[src/rtl/aexm_refill_arb.sv]
// Shared backing-memory arbiter for aexm icache/dcache line refills and dcache writebacks.
// One fixed-length burst at a time, round-robin between the two caches on simultaneous requests.
module aexm_refill_arb #(
  parameter int BURST_LEN = 4,
  parameter int LW        = 2
) (
  input  logic        sys_clk_i,
  input  logic        sys_rst_i,
  input  logic        ic_req_i,
  input  logic [31:0] ic_addr_i,
  output logic [31:0] ic_data_o,
  output logic        ic_valid_o,
  output logic        ic_done_o,
  input  logic        dc_req_i,
  input  logic        dc_we_i,
  input  logic [31:0] dc_addr_i,
  input  logic [31:0] dc_wdata_i,
  output logic        dc_wack_o,
  output logic [31:0] dc_data_o,
  output logic        dc_valid_o,
  output logic        dc_done_o,
  output logic        mem_cmd_o,
  output logic        mem_we_o,
  output logic [31:0] mem_addr_o,
  input  logic        mem_cmd_ack_i,
  output logic [31:0] mem_wdata_o,
  input  logic        mem_wready_i,
  input  logic [31:0] mem_rdata_i,
  input  logic        mem_rvalid_i
);

  typedef enum logic [1:0] {
    ST_IDLE = 2'd0,
    ST_CMD  = 2'd1,
    ST_XFER = 2'd2,
    ST_DONE = 2'd3
  } state_t;

  localparam logic [31:0]   ADDR_MASK = ~((32'd1 << (LW + 2)) - 32'd1);
  localparam logic [LW-1:0] CNT_LAST  = LW'(BURST_LEN - 1);

  state_t        state_q, state_d;
  logic          grant_q, grant_d;            // 0 = icache, 1 = dcache
  logic          last_grant_q, last_grant_d;
  logic [LW-1:0] cnt_q, cnt_d;
  logic [31:0]   addr_q, addr_d;
  logic          we_q, we_d;
  logic          ic_valid_q, ic_valid_d;
  logic [31:0]   ic_data_q, ic_data_d;
  logic          dc_valid_q, dc_valid_d;
  logic [31:0]   dc_data_q, dc_data_d;

  always_ff @(posedge sys_clk_i) begin
    if (sys_rst_i) begin
      state_q      <= ST_IDLE;
      grant_q      <= 1'b0;
      last_grant_q <= 1'b0;
      cnt_q        <= '0;
      addr_q       <= 32'd0;
      we_q         <= 1'b0;
      ic_valid_q   <= 1'b0;
      ic_data_q    <= 32'd0;
      dc_valid_q   <= 1'b0;
      dc_data_q    <= 32'd0;
    end else begin
      state_q      <= state_d;
      grant_q      <= grant_d;
      last_grant_q <= last_grant_d;
      cnt_q        <= cnt_d;
      addr_q       <= addr_d;
      we_q         <= we_d;
      ic_valid_q   <= ic_valid_d;
      ic_data_q    <= ic_data_d;
      dc_valid_q   <= dc_valid_d;
      dc_data_q    <= dc_data_d;
    end
  end

  always_comb begin
    state_d      = state_q;
    grant_d      = grant_q;
    last_grant_d = last_grant_q;
    cnt_d        = cnt_q;
    addr_d       = addr_q;
    we_d         = we_q;
    ic_valid_d   = 1'b0;
    ic_data_d    = 32'd0;
    dc_valid_d   = 1'b0;
    dc_data_d    = 32'd0;
    case (state_q)
      ST_IDLE: begin
        if (ic_req_i || dc_req_i) begin
          if (ic_req_i && dc_req_i) begin
            grant_d = ~last_grant_q;
          end else begin
            grant_d = dc_req_i;
          end
          last_grant_d = grant_d;
          addr_d       = (grant_d ? dc_addr_i : ic_addr_i) & ADDR_MASK;
          we_d         = grant_d ? dc_we_i : 1'b0;
          cnt_d        = '0;
          state_d      = ST_CMD;
        end else begin
          state_d = ST_IDLE;
        end
      end
      ST_CMD: begin
        if (mem_cmd_ack_i) begin
          state_d = ST_XFER;
        end else begin
          state_d = ST_CMD;
        end
      end
      ST_XFER: begin
        // cnt wraps to 0 on the final beat; harmless since we leave XFER
        if (we_q) begin
          if (mem_wready_i) begin
            cnt_d = cnt_q + LW'(1);
            if (cnt_q == CNT_LAST) begin
              state_d = ST_DONE;
            end else begin
              state_d = ST_XFER;
            end
          end else begin
            state_d = ST_XFER;
          end
        end else begin
          if (mem_rvalid_i) begin
            cnt_d = cnt_q + LW'(1);
            if (grant_q) begin
              dc_valid_d = 1'b1;
              dc_data_d  = mem_rdata_i;
            end else begin
              ic_valid_d = 1'b1;
              ic_data_d  = mem_rdata_i;
            end
            if (cnt_q == CNT_LAST) begin
              state_d = ST_DONE;
            end else begin
              state_d = ST_XFER;
            end
          end else begin
            state_d = ST_XFER;
          end
        end
      end
      ST_DONE: begin
        state_d = ST_IDLE;
      end
      default: begin
        state_d = ST_IDLE;
      end
    endcase
  end

  always_comb begin
    mem_cmd_o   = 1'b0;
    mem_we_o    = 1'b0;
    mem_addr_o  = 32'd0;
    mem_wdata_o = 32'd0;
    dc_wack_o   = 1'b0;
    ic_done_o   = 1'b0;
    dc_done_o   = 1'b0;
    case (state_q)
      ST_CMD: begin
        mem_cmd_o  = 1'b1;
        mem_we_o   = we_q;
        mem_addr_o = addr_q;
      end
      ST_XFER: begin
        mem_we_o   = we_q;
        mem_addr_o = addr_q;
        if (we_q) begin
          mem_wdata_o = dc_wdata_i;
          dc_wack_o   = mem_wready_i;
        end else begin
          mem_wdata_o = 32'd0;
          dc_wack_o   = 1'b0;
        end
      end
      ST_DONE: begin
        ic_done_o = ~grant_q;
        dc_done_o = grant_q;
      end
      default: begin
        mem_cmd_o = 1'b0;
      end
    endcase
  end

  assign ic_valid_o = ic_valid_q;
  assign ic_data_o  = ic_data_q;
  assign dc_valid_o = dc_valid_q;
  assign dc_data_o  = dc_data_q;

endmodule

[config.mk]
export PLATFORM = sky130hd
export DESIGN_NAME = aexm_refill_arb
export DESIGN_NICKNAME = d
export VERILOG_FILES = /design/src/rtl/aexm_refill_arb.sv
export SDC_FILE = /design/constraint.sdc
export NUM_CORES = 1
export LEC_CHECK = 0
export BUFFER_PORTS_ARGS = -buffer_cell sky130_fd_sc_hd__buf_2
export CAP_MARGIN = 20
export CORE_MARGIN = 5
export CORE_UTILIZATION = 42
export DETAILED_ROUTE_END_ITERATION = 8
export PLACE_DENSITY = 0.81
export SYNTH_ARGS = -nofsm -noshare
export SYNTH_HDL_FRONTEND = slang
export SYNTH_SLANG_ARGS = --single-unit
[constraint.sdc]
create_clock -name sys_clk_i -period 2.1 [get_ports sys_clk_i]
set_clock_uncertainty 0.15 [all_clocks]
set_input_delay 0.105 -clock sys_clk_i [delete_from_list [all_inputs] [get_ports sys_clk_i]]
set_output_delay 0.105 -clock sys_clk_i [all_outputs]
set_load 0.03 [all_outputs]
==> results of run 1 <==
==> cell usage after synthesis (2+ instances only) <==
| cell type | number |
|---|---|
| ha_1 | 6 |
| buf_2 | 8 |
| nand2_2 | 3 |
| clkbuf_2 | 2 |
| a311oi_2 | 20 |
| o21ai_0 | 2 |
| buf_4 | 7 |
| and2_1 | 94 |
| nand3_1 | 3 |
| a311oi_1 | 9 |
| inv_1 | 4 |
| nand2b_1 | 3 |
| nor2_1 | 30 |
| clkbuf_1 | 15 |
| dfxtp_1 | 100 |
| nand2_1 | 54 |
| a21oi_1 | 4 |
| buf_6 | 2 |
| and3_1 | 33 |
==> through the flow <==
stage	setup WS [ps]	utilization, %
2_1_floorplan	362.9	-
3_3_place_gp	327.2	57.65
3_5_place_dp	241.3	57.65
4_1_cts	49.78	70.38
5_1_grt	-15.27	70.69
6_report	70.47	70.69
==> kinds of logic after synthesis <==
| family | synth area share [%] |
|---|---|
| simple gates | 30.84 |
| flops | 49.49 |
| compound gates | 11.66 |
| buf+inv | 5.815 |
| fa+ha+maj | 1.856 |
| mux | 0.2475 |
| other cells | 0.09270 |
==> power groups by stage <==
| stage | Combinational, W | Clock [W] | Sequential, W |
|---|---|---|---|
| after global routing | 0.000910 | 0.00145 | 0.00203 |
| after global placement | 0.000644 | 0 | 0.00205 |
| after floorplan | 0.000449 | 0 | 0.00205 |
| after detailed placement | 0.000662 | 0 | 0.00206 |
| final | 0.000849 | 0.00134 | 0.00202 |
| after CTS | 0.000806 | 0.00138 | 0.00201 |
==> final timing paths <==
path,endpoint,depth (start not counted),start,slack [ps]
hold reg to reg,addr_q[10],2,addr_q[10],350
setup / recovery,mem_addr_o[18],5,state_q[0],70
hold / removal,state_q[0],3,dc_req_i,40
setup reg to reg,last_grant_q,5,state_q[0],110
==> cells in the final DEF, fill, tap and decap left out, types with 2 or more instances in the layout <==
| master | Yosys | final |
|---|---|---|
| dfxtp_1 | 100 | 98 |
| nand2_1 | 54 | 54 |
| buf_12 | 1 | 2 |
| nand2b_1 | 3 | 3 |
| buf_2 | 8 | 255 |
| buf_4 | 7 | 7 |
| nand3_1 | 3 | 3 |
| a21oi_1 | 4 | 4 |
| clkinv_8 | 0 | 2 |
| and2_1 | 94 | 94 |
| inv_8 | 0 | 2 |
| nor2_1 | 30 | 30 |
| and3_1 | 33 | 33 |
| o21ai_0 | 2 | 2 |
| clkbuf_8 | 0 | 9 |
| dfxtp_2 | 0 | 2 |
| conb_1 | 1 | 4 |
| clkbuf_4 | 0 | 3 |
| nand2_2 | 3 | 3 |
| a311oi_1 | 9 | 9 |
| inv_1 | 4 | 4 |
| dlygate4sd3_1 | 0 | 95 |
| a311oi_2 | 20 | 20 |
| ha_1 | 6 | 5 |
==> worst max-delay path, stage by stage (launching register included) <==
cell      delay, ps
dfxtp_2         370
inv_1           120
ha_1            350
buf_12          170
and2_1          190
clkbuf_4        210
==> sequential cells by signal, summed over array words and instances, names as in the netlist, named ones only <==
signal and flops:
addr_q 28, cnt_q 2, dc_data_o 32, dc_valid_o 1, ic_data_o 32, ic_valid_o 1, last_grant_q 1, state_q 1
we_q 1
==> routing by layer <==
metal  global-route usage (%)  vias up  share of wire [%]
met4                    7.574        0                2.0
met2                    41.39      228                 48
met1                    27.55     2009                 40
met3                    7.582       22                 10
li1                         -     2050                  -
met5                        0        -                  0
==> timing repair <==
| item | 4_1_cts | 5_1_grt |
|---|---|---|
| hold buffers | 95 | 0 |
| resized for setup | 3 | 8 |
| endpoints found under the setup margin | 34 | 62 |
| endpoints found under the hold margin | 98 | 0 |
| cloned | 0 | 0 |
| buffers inserted | 0 | 0 |
==> area by class of cell <==
class	count	share of cell area, %
Clock buffer	9	1.879
Clock inverter	7	1.556
Inverter	4	0.2277
Multi-Input combinational cell	280	27.80
Sequential cell	100	30.40
Tap cell	129	2.448
Timing Repair Buffer	363	35.69
==> metrics.csv, run 1 <==
metric;value;unit
die height;108.1;um
Post-Synthesis Cells;418;
final hold vios;0;
Final min period;2030;ps
fin cells;892;
static leakage;3.468;nW
dpl hpwl;8.867;mm
CTS tree;done;
Design Area, Final;6594;um2
WP data arrival;1770;ps
FFs w/ async S/R, synth;0;%
Max Freq;0.4927;GHz
ys flop type;dfxtp_1;
RD Place Congestion;0.7682;
area of the multi-input gates;1833;um2
# diodes;0;
I/O Buffers;258;
final setup TNS;0;ps
Yosys top cell area share;49.49;%
Initial Util;43.37;%
Internal Pwr Total;0.002961;W
final setup vio count;0;
sequential share of the synthesized area;49.49;%
fillcell total;652;
Critical Path RT;1850;ps
vias in the first global route;4491;
Area growth syn-to-layout;63.01;%
drc violations;0;
worst-path fanout max;29;
Max H-tree Level;3;
critical path type;flop to primary output;
largest cells by area after synthesis;dfxtp_1 (49%), and2_1 (15%), a311oi_2 (7.4%), and3_1 (5.1%), nand2_1 (5.0%);
DR iter-0 viols;198;
crit share post-route;96.64;%
Core ar.;9328;um2
clk slew on worst S/H paths;100;ps
initial antenna violation count;0;
biggest area consumer among synthesized cells;dfxtp_1;
Pre-Repair DR Iteration Count;4;
Die Area;11690;um2
Switching Fraction;29.66;%
status;completed;
Synth cell types;38;
Synthesis Warnings;0;
post-synthesis cell area;4045;um2
combinational share of power;20.2;%
Clock power frac;31.8;%
#FFs+latches synth;100;
Power per Cell Area;638.5;nW/um2
drt wl/cell;16.10;um
Clock Sinks;100;
io pins;271;
Placed Instances;781;
final WL;14.36;mm
# Max-Cap Violations;0;
first-pass GRT wire length;22.14;mm
Clk Latency, worst-skew pair;360;ps
min-delay worst type;input port to flop;
root buffer cell;clkbuf_8;
Tot Pwr;0.004210;W
layout cells sized above 1;41.28;%
Slew Viols, Final;0;
Psw;0.001249;W
largest net degree at the start of global routing;58;
syn avg cell area;9.677;um2
final hold slack;43.21;ps
CTS buffer count;9;
die width;108.1;um
ANT nets after route;0;
total gr overflow;0;
NumNets Final;900;
Seq pwr share;48.0;%
clock buffer depth;2;
Post-synth EDFFs;0;
vias;4309;
Tot GR Track Use;23.70;%
dpl cell area;5378;um2
# rows;35;
Worst VDD drop;0.4500;mV
register area;2004;um2
crit path launch type;flop;
vias per inst;4.831;
Worst setup EP type;primary output;
No activity file was read; power rests on OpenSTA's default activity.
==> inputs of run 2 (changes only) <==
- GPL_TIMING_DRIVEN: unset -> 1
- REMOVE_ABC_BUFFERS: unset -> 1
- clock period: 2.1 -> 2.15 ns (I/O delays scaled with it)
==> run 2 against run 1 <==
Register-to-register slack gained 120 ps. Sequential power shrank 2%. Sequential share of layout area grew 0.17 points. Cell area shrank 0.66%. Hold slack gained 12 ps. Clock power shrank 8%. Utilization shrank 0.47 points. Critical path depth is the same. Count of clock-buffer cells in the layout is the same. Worst setup slack gained 60 ps. Largest power group unchanged.
==> metrics.csv, run 2 (same netlist as run 1, synthesis figures left out) <==
metric;value;unit
vias;4298;
drt wl/cell;16.17;um
R2R depth;6;
I/O Buffers;258;
crit path launch type;flop;
most common library cell in the layout ignoring fill and taps;buf_2;
Pre-Repair DR Iteration Count;4;
vias in the first global route;4506;
final hold vios;0;
worst setup margin;131.0;ps
layout cells sized above 1;41.15;%
Final Util;70.22;%
# rows;35;
static leakage;3.461;nW
Core ar.;9328;um2
Place WS;248.3;ps
DR top layer;met4;
ANT nets after route;0;
dpl cell area;5393;um2
WP data arrival;1760;ps
Clk Latency, worst-skew pair;360;ps
final setup vio count;0;
vias per inst;4.797;
Slew Viols, Final;0;
Worst Setup SP;state_q[0];
Clock Sinks;100;
final hold slack;55.31;ps
Worst setup EP type;primary output;
reg2reg start;state_q[0];
dpl hpwl;9.263;mm
Design Area, Final;6550;um2
die height;108.1;um
Max Freq;0.4953;GHz
final WL;14.49;mm
Area growth syn-to-layout;61.92;%
clk slew on worst S/H paths;90;ps
Critical Path RT;1890;ps
# Max-Cap Violations;0;
NumNets Final;900;
clock buffer depth;2;
RR Endpoint;addr_q[28];
die width;108.1;um
largest net degree at the start of global routing;38;
min-delay worst type;input port to flop;
worst-path fanout max;29;
Setup crit end;mem_addr_o[9];
RSZ-0062 raised after global routing;no;
Initial Util;43.37;%
RD Place Congestion;0.7417;
Die Area;11690;um2
WL met2;8.010;mm
most frequent cells in the layout;buf_2 (258), dfxtp_1 (100), and2_1 (94);
drc violations;0;
CTS buffer count;9;
Worst VDD drop;0.4426;mV
DR iter-0 viols;183;
total gr overflow;0;
Max H-tree Level;3;
crit share post-route;93.91;%
flop-to-flop setup slack;230;ps
Power per Cell Area;612.3;nW/um2
io pins;271;
first-pass GRT wire length;22.11;mm
number of post-CTS setup repair buffers;0;
met3 WL;1.062;mm
status;completed;
Worst Hold Path Cells;4;
root buffer cell;clkbuf_8;
initial antenna violation count;2;
WL met1;4.795;mm
CTS tree;done;
critical path type;flop to primary output;
Tot GR Track Use;23.97;%
Final min period;2019;ps
run 2: cell types whose count changed in the layout (fill, tap and decap cells not counted), sizes merged:
cell / delta
buf: +5
diode: +4
clkbuf: -3
dlygate4sd3: -2
bufinv: -1
clkinv: +1
run 2: cell type report:
cell class | count | area, um2
diodes | 4 | 10.01
clock buffers | 9 | 123.9
clock inverters | 7 | 88.84
fillers | 703 | 2778
inverters | 4 | 15.01
multi-input cells | 280 | 1821
flip-flops and latches | 100 | 2002
well taps | 129 | 161.4
repair buffers | 363 | 2328
run 2: what timing repair did:
action	4_1_cts	5_1_grt
setup endpoints to repair	0	4
endpoints found under the hold margin	97	0
hold buffers	93	0
resized for setup	0	1
run 2: worst min-delay path by stage:
stage | from | to | slack [ps]
floorplan | sys_rst_i | addr_q[11] | 30
global placement | mem_rdata_i[27] | ic_data_o[27] | 170
detailed placement | mem_rdata_i[12] | ic_data_o[12] | 170
CTS | mem_cmd_ack_i | state_q[0] | 4
global route | mem_cmd_ack_i | state_q[0] | 40
finish | mem_cmd_ack_i | state_q[0] | 60
run 2: routing by layer:
layer,global-route usage [%],vias up
met5,0,-
met4,12.89,0
met3,4.955,45
met2,47.74,196
met1,22.47,2003
li1,-,2054
run 2: per-stage QoR:
| step | total power (W) | std cells | TNS (ps) |
|---|---|---|---|
| detailed placement | 0.002663 | 783 | 0 |
| finish | 0.004010 | 896 | 0 |
| CTS | 0.004030 | 892 | 0 |
| global route | 0.004194 | 894 | 0 |
| floorplan | 0.002386 | 384 | -11500 |
| global placement | 0.002639 | 783 | 0 |
run 2: report_power, final:
| part | total (W) | switching (W) | internal, W |
|---|---|---|---|
| logic | 0.000812 | 0.000433 | 0.000379 |
| registers | 0.00197 | 0.0000402 | 0.00193 |
| clock network | 0.00123 | 0.000758 | 0.000473 |
| total | 0.00401 | 0.00123 | 0.00278 |
run 2: critical path, cell delays in order, from the launching register on:
cell	delay, ps
dfxtp_1	400
inv_1	110
ha_1	310
buf_6	200
and2_1	180
buf_2	210
==> inputs of run 3 (changes only) <==
- CORE_UTILIZATION: 42 -> 40
- PLACE_DENSITY: 0.81 -> 0.77
==> run 3 against run 2 <==
Non-clock buffer count is the same. Via count fell by 0.88%. Fmax decreased by 0.54%. Total power down 1.1%. Largest power group unchanged.
==> metrics.csv, run 3 (same netlist as run 1, synthesis figures left out) <==
metric;value;unit
vias in the first global route;4612;
most frequent cells in the layout;buf_2 (258), dfxtp_1 (100), and2_1 (94), dlygate4sd3_1 (94), nand2_1 (54);
Initial Util;41.20;%
# Max-Cap Violations;0;
# rows;36;
fillcell total;748;
Tot Pwr;0.003967;W
final hold vios;0;
final WL;14.41;mm
Area growth syn-to-layout;62.26;%
Max H-tree Level;3;
vias per inst;4.744;
RD Place Congestion;0.9187;
first-pass GRT wire length;22.85;mm
CTS buffer count;9;
drt wl/cell;16.04;um
Critical Path RT;1890;ps
Power per Cell Area;604.4;nW/um2
io pins;271;
final setup vio count;0;
ANT nets after route;0;
Design Area, Final;6564;um2
die width;110.6;um
vias;4260;
Clk Latency, worst-skew pair;360;ps
initial antenna violation count;2;
Tot GR Track Use;22.86;%
worst-path fanout max;32;
Core ar.;9819;um2
crit path launch type;flop;
most common library cell in the layout ignoring fill and taps;buf_2;
total gr overflow;0;
dpl hpwl;9.249;mm
Worst VDD drop;0.4103;mV
Place WS;338.3;ps
NumNets Final;900;
min-delay worst type;input port to flop;
Slew Viols, Final;0;
critical path type;flop to primary output;
die height;110.6;um
WP data arrival;1770;ps
DR iter-0 viols;200;
Max Freq;0.4926;GHz
CTS tree;done;
largest net degree at the start of global routing;47;
layout cells sized above 1;41.15;%
Worst setup EP type;primary output;
drc violations;0;
Final min period;2030;ps
Final Util;66.85;%
crit share post-route;94.42;%
dpl cell area;5403;um2
Die Area;12220;um2
clock buffer depth;2;
RSZ-0062 raised after global routing;no;
clk slew on worst S/H paths;110;ps
status;completed;
Clock Sinks;100;
root buffer cell;clkbuf_8;
static leakage;3.452;nW
Pre-Repair DR Iteration Count;4;
worst setup margin;119.9;ps
I/O Buffers;258;
run 3: repair_timing:
| action | CTS | global route |
|---|---|---|
| hold endpoints to repair | 96 | 0 |
| cloned | 0 | 0 |
| setup endpoints to repair | 32 | 61 |
| resized for setup | 1 | 3 |
| hold buffers | 94 | 0 |
| pin swaps | 0 | 0 |
| buffers inserted | 0 | 0 |
run 3: worst paths after layout:
kind         cells after the start          from  slack [ps]               to
min                              4  mem_rvalid_i          80       dc_valid_o
max reg2reg                      5    state_q[0]         230     last_grant_q
max                              5    state_q[0]         120  mem_wdata_o[24]
min reg2reg                      2    addr_q[10]         360       addr_q[10]
run 3: per-layer routing:
metal  vias up  global-route usage, %  share of wire [%]
met5         -                      0                  0
met4         0                  13.46                4.5
met3        50                  5.416                6.3
met2       217                  44.94                 56
met1      1940                  20.91                 33
li1       2053                      -                  -
run 3: final cells by class:
cell class	instances	area (um2)	share of cell area (%)
Timing Repair Buffer	363	2351	35.82
Sequential cell	100	2002	30.50
Multi-Input combinational cell	280	1823	27.77
Tap cell	133	166.4	2.535
Clock buffer	9	123.9	1.887
Clock inverter	7	77.57	1.182
Inverter	4	15.01	0.2287
Antenna cell	2	5.005	0.07625
run 3: through the flow:
step / TNS (ps) / cells / hold slack, ps
2_1_floorplan: -11500 / 384 / 25.36
3_3_place_gp: 0 / 786 / 166.6
3_5_place_dp: 0 / 786 / 171.7
4_1_cts: 0 / 896 / 52.36
5_1_grt: 0 / 898 / 67.76
6_report: 0 / 898 / 77.42
run 3: worst max-delay path, stage by stage (launching register included):
cell	delay (ps)
dfxtp_1	360
inv_1	130
ha_2	310
buf_6	220
and3_1	190
buf_2	200
run 3: where the power goes:
group	switching (W)	internal [W]
Combinational	0.000433	0.000381
Sequential	0.0000396	0.00193
Clock	0.000728	0.000459
